## config.mk

```make
export PLATFORM = sky130hd
export DESIGN_NAME = dmac_xfer_ctrl_flat
export DESIGN_NICKNAME = d
export VERILOG_FILES = /design/src/rtl/dmac_xfer_ctrl_if.sv /design/src/rtl/dmac_xfer_ctrl.sv /design/src/flat_wrapper.sv
export SDC_FILE = /design/constraint.sdc
export NUM_CORES = 1
export LEC_CHECK = 0
export BUFFER_PORTS_ARGS = -buffer_cell sky130_fd_sc_hd__buf_2
export CAP_MARGIN = 20
export CORE_AREA = 2 2 123 125
export CTS_CLUSTER_SIZE = 40
export DETAILED_ROUTE_END_ITERATION = 12
export DIE_AREA = 0 0 125 127
export GPL_ROUTABILITY_DRIVEN = 0
export PLACE_DENSITY = 0.6
export SLEW_MARGIN = 0
export SYNTH_ARGS = -nofsm -noshare
export SYNTH_HDL_FRONTEND = slang
export SYNTH_SLANG_ARGS = --single-unit
```

## constraint.sdc

```tcl
create_clock -name clk -period 1.8 [get_ports clk]
set_clock_uncertainty 0.2 [all_clocks]
set_input_delay 0.27 -clock clk [delete_from_list [all_inputs] [get_ports clk]]
set_output_delay 0.27 -clock clk [all_outputs]
set_load 0.05 [all_outputs]
```

## src/rtl/dmac_xfer_ctrl_if.sv

```systemverilog
// Bus master port of the DMAC transfer engine: request/grant handshake plus one
// strobed read or write per bus cycle.
`timescale 1ns/1ps
interface dmac_xfer_ctrl_if #(
  parameter int ADDR_W = 16,
  parameter int DATA_W = 32
);
  logic              m_req;
  logic              m_grant;
  logic              m_sel;
  logic              m_wr;
  logic [ADDR_W-1:0] m_addr;
  logic [DATA_W-1:0] m_dout;
  logic [DATA_W-1:0] m_din;

  modport master (
    output m_req, m_sel, m_wr, m_addr, m_dout,
    input  m_grant, m_din
  );

  modport slave (
    input  m_req, m_sel, m_wr, m_addr, m_dout,
    output m_grant, m_din
  );
endinterface

```

## src/rtl/dmac_xfer_ctrl.sv

```systemverilog
// DMAC transfer engine: pops (src, dest, size) descriptors and copies words over the bus.
// Optional grant-wait timeout with ERROR status is enabled by defining DMAC_CTRL_TIMEOUT_EN.
`timescale 1ns/1ps
module dmac_xfer_ctrl #(
  parameter int ADDR_W         = 16,
  parameter int DATA_W         = 32,
  parameter int SIZE_W         = 5,
  parameter int TIMEOUT_CYCLES = 255
) (
  input  logic              clk,
  input  logic              reset_n,
  input  logic              op_start,
  input  logic [1:0]        op_mode,
  input  logic              opdone_clear,
  input  logic              fifo_empty,
  input  logic [ADDR_W-1:0] fifo_src_addr,
  input  logic [ADDR_W-1:0] fifo_dest_addr,
  input  logic [SIZE_W-1:0] fifo_data_size,
  output logic              fifo_rd_en,
  dmac_xfer_ctrl_if.master  bus,
  output logic [1:0]        status
);

  typedef enum logic [3:0] {
    S_IDLE, S_POP, S_LOAD, S_RD, S_RDW, S_WR, S_REL, S_DONE, S_ERROR
  } state_t;

  state_t            state_reg;
  logic              op_start_q_reg;
  logic [ADDR_W-1:0] src_reg;
  logic [ADDR_W-1:0] dest_reg;
  logic [SIZE_W-1:0] size_reg;
  logic [1:0]        mode_reg;
  logic [DATA_W-1:0] data_reg;

  logic start_edge;
  logic stalled;

  assign start_edge = op_start & ~op_start_q_reg;
  assign stalled    = ((state_reg == S_RD) || (state_reg == S_WR)) && !bus.m_grant;

`ifdef DMAC_CTRL_TIMEOUT_EN
  localparam int TO_W = $clog2(TIMEOUT_CYCLES + 1);
  logic [TO_W-1:0] timeout_cnt_reg;
  logic            timeout_hit;
  // Fires on the TIMEOUT_CYCLES-th consecutive stalled cycle.
  assign timeout_hit = stalled && (timeout_cnt_reg == TO_W'(TIMEOUT_CYCLES - 1));
`else
  logic unused_timeout_cfg;
  assign unused_timeout_cfg = stalled ^ (TIMEOUT_CYCLES != 0);
`endif

  always_ff @(posedge clk) begin
    if (!reset_n) begin
      state_reg      <= S_IDLE;
      op_start_q_reg <= 1'b0;
      src_reg        <= '0;
      dest_reg       <= '0;
      size_reg       <= '0;
      mode_reg       <= '0;
      data_reg       <= '0;
      status         <= 2'b00;
      fifo_rd_en     <= 1'b0;
      bus.m_req      <= 1'b0;
      bus.m_sel      <= 1'b0;
      bus.m_wr       <= 1'b0;
      bus.m_addr     <= '0;
      bus.m_dout     <= '0;
`ifdef DMAC_CTRL_TIMEOUT_EN
      timeout_cnt_reg <= '0;
`endif
    end else begin
      op_start_q_reg <= op_start;
      fifo_rd_en     <= 1'b0;
      bus.m_sel      <= 1'b0;
      bus.m_wr       <= 1'b0;

      case (state_reg)
        S_IDLE: begin
          if (start_edge) begin
            state_reg <= S_POP;
            status    <= 2'b01;
          end
        end
        S_POP: begin
          if (fifo_empty) begin
            state_reg <= S_DONE;
            status    <= 2'b10;
          end else begin
            fifo_rd_en <= 1'b1;
            src_reg    <= fifo_src_addr;
            dest_reg   <= fifo_dest_addr;
            size_reg   <= fifo_data_size;
            mode_reg   <= op_mode;
            state_reg  <= S_LOAD;
          end
        end
        S_LOAD: begin
          // A zero-length descriptor is consumed without requesting the bus.
          if (size_reg == '0) begin
            state_reg <= S_POP;
          end else begin
            bus.m_req <= 1'b1;
            state_reg <= S_RD;
          end
        end
        S_RD: begin
          if (bus.m_grant) begin
            bus.m_sel  <= 1'b1;
            bus.m_addr <= src_reg;
            state_reg  <= S_RDW;
          end
        end
        S_RDW: begin
          data_reg  <= bus.m_din;
          state_reg <= S_WR;
        end
        S_WR: begin
          if (bus.m_grant) begin
            bus.m_sel  <= 1'b1;
            bus.m_wr   <= 1'b1;
            bus.m_addr <= dest_reg;
            bus.m_dout <= data_reg;
            size_reg   <= size_reg - SIZE_W'(1);
            if (mode_reg != 2'b01) src_reg  <= src_reg + ADDR_W'(1);
            if (mode_reg != 2'b10) dest_reg <= dest_reg + ADDR_W'(1);
            state_reg  <= (size_reg == SIZE_W'(1)) ? S_REL : S_RD;
          end
        end
        S_REL: begin
          bus.m_req <= 1'b0;
          state_reg <= S_POP;
        end
        S_DONE, S_ERROR: begin
          if (opdone_clear) begin
            state_reg <= S_IDLE;
            status    <= 2'b00;
          end
        end
        default: begin
          state_reg <= S_IDLE;
          status    <= 2'b00;
        end
      endcase

`ifdef DMAC_CTRL_TIMEOUT_EN
      // Overrides the stall decision above once the grant wait is exhausted.
      if (timeout_hit) begin
        state_reg       <= S_ERROR;
        status          <= 2'b11;
        bus.m_req       <= 1'b0;
        timeout_cnt_reg <= '0;
      end else if (stalled) begin
        timeout_cnt_reg <= timeout_cnt_reg + TO_W'(1);
      end else begin
        timeout_cnt_reg <= '0;
      end
`endif
    end
  end

endmodule

```

## src/flat_wrapper.sv

```systemverilog
// flat-port wrapper written by rule: the top's interface ports become plain ports
module dmac_xfer_ctrl_flat 
#(
  parameter int ADDR_W         = 16,
  parameter int DATA_W         = 32,
  parameter int SIZE_W         = 5,
  parameter int TIMEOUT_CYCLES = 255
)
  (clk, reset_n, op_start, op_mode, opdone_clear, fifo_empty, fifo_src_addr, fifo_dest_addr, fifo_data_size, fifo_rd_en, status, bus_m_req, bus_m_sel, bus_m_wr, bus_m_addr, bus_m_dout, bus_m_grant, bus_m_din);
  dmac_xfer_ctrl_if #(.ADDR_W(ADDR_W), .DATA_W(DATA_W)) bus_i ();
  input  logic clk;
  input  logic reset_n;
  input  logic op_start;
  input  logic [1:0] op_mode;
  input  logic opdone_clear;
  input  logic fifo_empty;
  input  logic [ADDR_W-1:0] fifo_src_addr;
  input  logic [ADDR_W-1:0] fifo_dest_addr;
  input  logic [SIZE_W-1:0] fifo_data_size;
  output logic fifo_rd_en;
  output logic [1:0] status;
  output wire logic [$bits(bus_i.m_req)-1:0] bus_m_req;
  output wire logic [$bits(bus_i.m_sel)-1:0] bus_m_sel;
  output wire logic [$bits(bus_i.m_wr)-1:0] bus_m_wr;
  output wire logic [$bits(bus_i.m_addr)-1:0] bus_m_addr;
  output wire logic [$bits(bus_i.m_dout)-1:0] bus_m_dout;
  input wire logic [$bits(bus_i.m_grant)-1:0] bus_m_grant;
  input wire logic [$bits(bus_i.m_din)-1:0] bus_m_din;
  assign bus_m_req = bus_i.m_req;
  assign bus_m_sel = bus_i.m_sel;
  assign bus_m_wr = bus_i.m_wr;
  assign bus_m_addr = bus_i.m_addr;
  assign bus_m_dout = bus_i.m_dout;
  assign bus_i.m_grant = bus_m_grant;
  assign bus_i.m_din = bus_m_din;
  dmac_xfer_ctrl #(.ADDR_W(ADDR_W), .DATA_W(DATA_W), .SIZE_W(SIZE_W), .TIMEOUT_CYCLES(TIMEOUT_CYCLES)) u_core (.clk(clk), .reset_n(reset_n), .op_start(op_start), .op_mode(op_mode), .opdone_clear(opdone_clear), .fifo_empty(fifo_empty), .fifo_src_addr(fifo_src_addr), .fifo_dest_addr(fifo_dest_addr), .fifo_data_size(fifo_data_size), .fifo_rd_en(fifo_rd_en), .bus(bus_i), .status(status));
endmodule
```

==> metrics.cfg, run 1 <==
[placed_design]
post-place-ws_ns = -0.104
place_hpwl_um = 11600
dp.cells = 1076
placed_cell_area_mm2 = 0.00710
portBuffers = 130

[yosys]
syn_avg_cell_area_um2 = 7.77
yosysTopAreaCell = dfxtp_1
synth_top_flop_cell = dfxtp_1
yosys.area_share.simple = 0.260
synthDistinctLibCells = 54
synth_seq_area_share = 0.444
netlist_area_mm2 = 0.00582
syn-num-nets = 831
synth_top_area_frac = 0.444
synthTopCellsByArea = dfxtp_1 44%, nand2_1 12%, a21oi_1 7.7%
synth_fa_ha_area_frac = 0.0125
synth-compound-area-share = 0.228
async_flop_share = 0
synth-edff-count = 0
muxShareOfSynthArea = 0.00710
syn_inst = 749
synth_common_cells = 192 x nand2_1, 129 x dfxtp_1, 89 x a21oi_1, 40 x nor2_1, 36 x o21ai_0
ys.warnings.count = 0
synth-seq-cells = 129
synth_xor_area_frac = 0.00151
synth_top_family_by_area = simple AND/OR/NAND/NOR gates
synth.most_common_cell = nand2_1

[power_and_ir_drop]
power_frac_seq = 0.356
power.share.clock = 0.358
p_sw_w = 0.00339
irDropWorstVdd_v = 0.000686
p_int_w = 0.00655
leakage_nw = 3.33
comb_power_share = 0.286
powerDensity_mw_per_mm2 = 1180
switching_share = 0.341

[timing]
whs_ns = 0.0228
final.period_utilization = 1.01
rsz0062_at_grt = true
finalHoldViolCount = 0
maxClockFrequency_mhz = 550
finalCriticalPeriod_ns = 1.82
slew_violations = 0
setup_viol = 2
slew_headroom = 0.687
fin_ws_ns = -0.0190
tightest_slew_ns = 0.469

[worst_setup_path]
path_max_fanout = 5
path_depth = 5
r2r_cells = 5
required_ns = 1.90
r2r_start = u_core.src_reg[0]$_SDFFE_PN0P_
cp-end-kind = register
critPathTopFamily = simple AND/OR/NAND/NOR gates
cpMaxStageDelayCell = or4_4
startpoint = u_core.src_reg[0]$_SDFFE_PN0P_
cp_slowest_stage_delay_ns = 0.51
arrival_ns = 1.92
crit_type = register to register
worst-path-buf-inv = 1
startpoint_type = register
crit_chain = buf_6, nand4_1, or4_4, o2111ai_2, o211ai_1

[clock_tree]
clock_latency_ns = 0.42
cts-root-buf = clkbuf_16
clk_pin_slew_ns = 0.06
cts_tree = yes
clock_sinks = 129
cts_buffers = 17
cts_buffer_depth = 2
cts_max_level = 4

[routing]
ant_nets = 0
via_per_inst = 5.37
vias = 6252
drt_iter0_markers = 429
drc = 0
wl_um = 17500
avgRoutedWirePerCell_um = 15.0
firstDrtPassIters = 5

[hold_path]
hp-class = input port to register
worst_hold_path.num_cells = 3
min-delay-start = fifo_dest_addr[8]

[global_routing]
grt_pass1_wl_um = 28000
grt_pass1_vias = 5873
grt_max_degree = 48
antenna_found_initial = 0
grt.total_usage = 0.214
grt_overflow = 0

[die]
io_pins = 131
die-area_mm2 = 0.0159
fp.dieW_um = 125
start_util = 0.403
core_mm2 = 0.0144
num_rows = 44
die_h_um = 127

[final_layout]
syn2layout_area_growth_pct = 45.0
diodes = 0
stdcell_area_mm2 = 0.00843
nNetsFinal = 1049
utilization = 0.585
layout-drive-gt1-share = 0.286
layout.cells.non_filler = 1164

[outcome]
status = complete, but fails checks
failed_checks = negative setup slack

[flow_run]
maxCapViolations = 0

logic make-up (layout without fill, tap and decap cells):
group                      after synthesis  in the layout
and+or+nand+nor                        331            331
AOI/OAI and AO/OA                      211            211
DFF                                    129            129
buffers and inverters                   67            298
adders and majority gates                6              6
muxes                                    4              4
xor gates and xnor gates                 1              1
placed cells by master, fill, tap and decap left out, drive strengths merged, types with 8 or more instances in the layout:
cell / instances
buf: 203
nand2: 192
dfxtp: 129
a21oi: 89
dlygate4sd3: 51
nor2: 41
o21ai: 36
inv: 21
a311oi: 19
and2: 19
clkbuf: 18
nand3: 18
nor3: 13
nor4: 11
o211ai: 8
worst register-to-register path, cell delays in order (launching register included):
cell and delay (ns):
dfxtp_2 0.36, buf_6 0.12, nand4_1 0.22, or4_4 0.51
o2111ai_2 0.19, o211ai_1 0.11
stage by stage:
| stage | total power, W | setup TNS, ns |
|---|---|---|
| floorplan | 0.00517 | 0 |
| global placement | 0.00612 | -0.0723 |
| detailed placement | 0.00618 | -0.794 |
| CTS | 0.00988 | -0.0711 |
| global route | 0.0105 | -0.233 |
| finish | 0.00993 | -0.0197 |
path summary, 6_finish.rpt:
check / to / slack, ns
hold reg to reg: u_core.bus.m_dout[22]$_SDFFE_PN0P_ / 0.25
hold / removal: u_core.dest_reg[8]$_SDFFE_PN0P_ / 0.02
setup / recovery: u_core.src_reg[15]$_SDFFE_PN0P_ / -0.02
setup reg to reg: u_core.src_reg[15]$_SDFFE_PN0P_ / -0.02
power by group through the flow:
stage	combinational (W)	clock, W	sequential (W)
2_1_floorplan	0.00139	0	0.00378
3_3_place_gp	0.00259	0	0.00354
3_5_place_dp	0.00263	0	0.00355
4_1_cts	0.00274	0.00364	0.00349
5_1_grt	0.00313	0.00376	0.00357
6_report	0.00284	0.00356	0.00354
final cells by class:
class                           instances  area, um2
Clock buffer                           17        425
Inverter                               11       41.3
Fill cell                            1293       5990
Multi-Input combinational cell        553       3100
Timing Repair Buffer                  255       1850
Sequential cell                       129       2600
Tap cell                              184        230
Clock inverter                         15        188
routing by layer:
metal | track usage | routed length [um]
met5 | 0 | 0
met4 | 0.0797 | 344
met3 | 0.0477 | 1070
met2 | 0.362 | 8430
met1 | 0.270 | 7640
timing repair:
item,4_1_cts,5_1_grt
cloned,0,1
endpoints found under the hold margin,51,0
endpoints found under the setup margin,22,49
pin swaps,0,9
setup buffers,0,4
gates resized for setup,5,37
hold buffers,51,0
Note: power is estimated with default switching activity, not from simulation.
==> inputs of run 2 (changes only) <==
--- a/config.mk
+++ b/config.mk
@@ -7,12 +7,14 @@
 export LEC_CHECK = 0
 export BUFFER_PORTS_ARGS = -buffer_cell sky130_fd_sc_hd__buf_2
 export CAP_MARGIN = 20
-export CORE_AREA = 2 2 123 125
+export CELL_PAD_IN_SITES_DETAIL_PLACEMENT = 1
+export CELL_PAD_IN_SITES_GLOBAL_PLACEMENT = 1
+export CORE_AREA = 2 2 132 134
 export CTS_CLUSTER_SIZE = 40
 export DETAILED_ROUTE_END_ITERATION = 12
-export DIE_AREA = 0 0 125 127
+export DIE_AREA = 0 0 134 136
 export GPL_ROUTABILITY_DRIVEN = 0
-export PLACE_DENSITY = 0.6
+export PLACE_DENSITY = 0.71
 export SLEW_MARGIN = 0
 export SYNTH_ARGS = -nofsm -noshare
 export SYNTH_HDL_FRONTEND = slang
==> run 2 against run 1 <==
The flow still finishes with violations (negative setup slack). Clock power shrank 7.0%. Design area rose by 3.8%. Total power increased by 1.4%. Highest routed layer unchanged. Non-clock buffer count up 15. Largest power group is now sequential cells. Sequential share of layout area is 1.0 points lower. Critical path depth fell by 1. Register-to-register slack about the same.
==> metrics.cfg, run 2 (synthesis gave the netlist of run 1 again) <==
[timing]
tightest_slew_ns = 0.517
maxClockFrequency_mhz = 553
slew_violations = 0
rsz0062_at_grt = true
finalCriticalPeriod_ns = 1.81
finalSetupTns_ns = -0.00762
slew_headroom = 0.652
final.period_utilization = 1.00
finalHoldViolCount = 0
whs_ns = 0.0505
setup_viol = 1
fin_ws_ns = -0.00762

[final_layout]
layout_commonest_cell = nand2_1
num-fill-cells = 2065
syn2layout_area_growth_pct = 50.5
utilization = 0.519
layout.cells.non_filler = 1220
layout_common_cells = 190 x nand2_1, 130 x buf_2, 116 x dfxtp_1
nNetsFinal = 1065
diodes = 0
layout-drive-gt1-share = 0.315

[flow_run]
maxCapViolations = 0

[routing]
drt_iter0_markers = 367
vias = 6454
firstDrtPassIters = 4
drc = 0
avgRoutedWirePerCell_um = 17.3
ant_nets = 0
wl_um = 21100
via_per_inst = 5.29

[power_and_ir_drop]
irDropWorstVdd_v = 0.000738
powerDensity_mw_per_mm2 = 1150
finalPower_w = 0.0101
leakage_nw = 3.41

[outcome]
failed_checks = negative setup slack
status = complete, but fails checks

[worst_setup_path]
required_ns = 1.93
r2r_setup_slack_ns = -0.008
worst-path-buf-inv = 0
cp-end-kind = register
arrival_ns = 1.93
cp_slowest_stage_delay_ns = 0.50
critPathTopFamily = simple AND/OR/NAND/NOR gates
startpoint_type = register
crit_type = register to register
path_max_fanout = 5
crit_chain = nand4_1, or4_4, o31a_1, o22ai_1
cpMaxStageDelayCell = or4_4

[hold_path]
hp-class = input port to register

[global_routing]
grtUsageMet2 = 0.391
grt_pass1_wl_um = 32300
grt_pass1_vias = 6562
grt.total_usage = 0.221
grt_overflow = 0
grt.met3_usage = 0.0395
antenna_found_initial = 0
met1_usage = 0.272
grt.busiest_layer = met2
grt_max_degree = 40

[die]
start_util = 0.345
num_rows = 48
core_mm2 = 0.0169
die_h_um = 136
io_pins = 131
die-area_mm2 = 0.0182
fp.dieW_um = 134

[placed_design]
dp.cells = 1128
place_hpwl_um = 13700
portBuffers = 130

[clock_tree]
cts_tree = yes
clock_latency_ns = 0.42
cts_buffer_depth = 2
cts_max_level = 4
clk_pin_slew_ns = 0.06
cts-root-buf = clkbuf_16
cts_buffers = 17
clock_sinks = 129

[run 2: path summary, 6_finish.rpt]
kind                                          start                                 to  cells after the start
setup reg to reg     u_core.src_reg[7]$_SDFFE_PN0P_    u_core.src_reg[14]$_SDFFE_PN0P_                      4
setup / recovery     u_core.src_reg[7]$_SDFFE_PN0P_    u_core.src_reg[14]$_SDFFE_PN0P_                      4
hold reg to reg   u_core.bus.m_dout[8]$_SDFFE_PN0P_  u_core.bus.m_dout[8]$_SDFFE_PN0P_                      2
hold / removal                    fifo_dest_addr[4]    u_core.dest_reg[4]$_SDFFE_PN0P_                      4
[run 2: area by class of cell]
class | count | area (um2) | share of cell area
Inverter | 11 | 42.5 | 0.00486
Multi-Input combinational cell | 554 | 3220 | 0.367
Sequential cell | 129 | 2610 | 0.299
Tap cell | 225 | 282 | 0.0322
Timing Repair Buffer | 270 | 2040 | 0.233
Clock inverter | 14 | 133 | 0.0152
Clock buffer | 17 | 425 | 0.0486
[run 2: repair_timing]
item,CTS,global route
pin swaps,2,9
resized for setup,21,57
endpoints found under the hold margin,50,1
hold buffers,50,1
setup endpoints to repair,33,46
buffers inserted,1,6
cloned,0,3
[run 2: metal layers]
metal	routed length, um	share of wire
met1	9260	0.44
met5	0	0
met3	732	0.035
met4	353	0.017
met2	10700	0.51
[run 2: worst reg2reg max path, delay by kind of cell, from the launching register on]
family | cells | cell delay, ns
and+or+nand+nor | 2 | 0.63
AOI/OAI and AO/OA | 2 | 0.47
DFF | 1 | 0.42
[run 2: power breakdown]
| part | switching [W] | total (W) | internal [W] |
|---|---|---|---|
| Sequential | 0.000323 | 0.00356 | 0.00323 |
| Combinational | 0.00184 | 0.00320 | 0.00136 |
| Clock | 0.00140 | 0.00331 | 0.00191 |
[run 2: through the flow]
| step | instance area (um2) | worst slack (ns) |
|---|---|---|
| final | 8750 | -0.00762 |
| after global routing | 8750 | -0.0773 |
| after CTS | 8410 | -0.00845 |
| after detailed placement | 7270 | -0.176 |
| after global placement | 7270 | -0.122 |
| after floorplan | 5830 | 0.0253 |
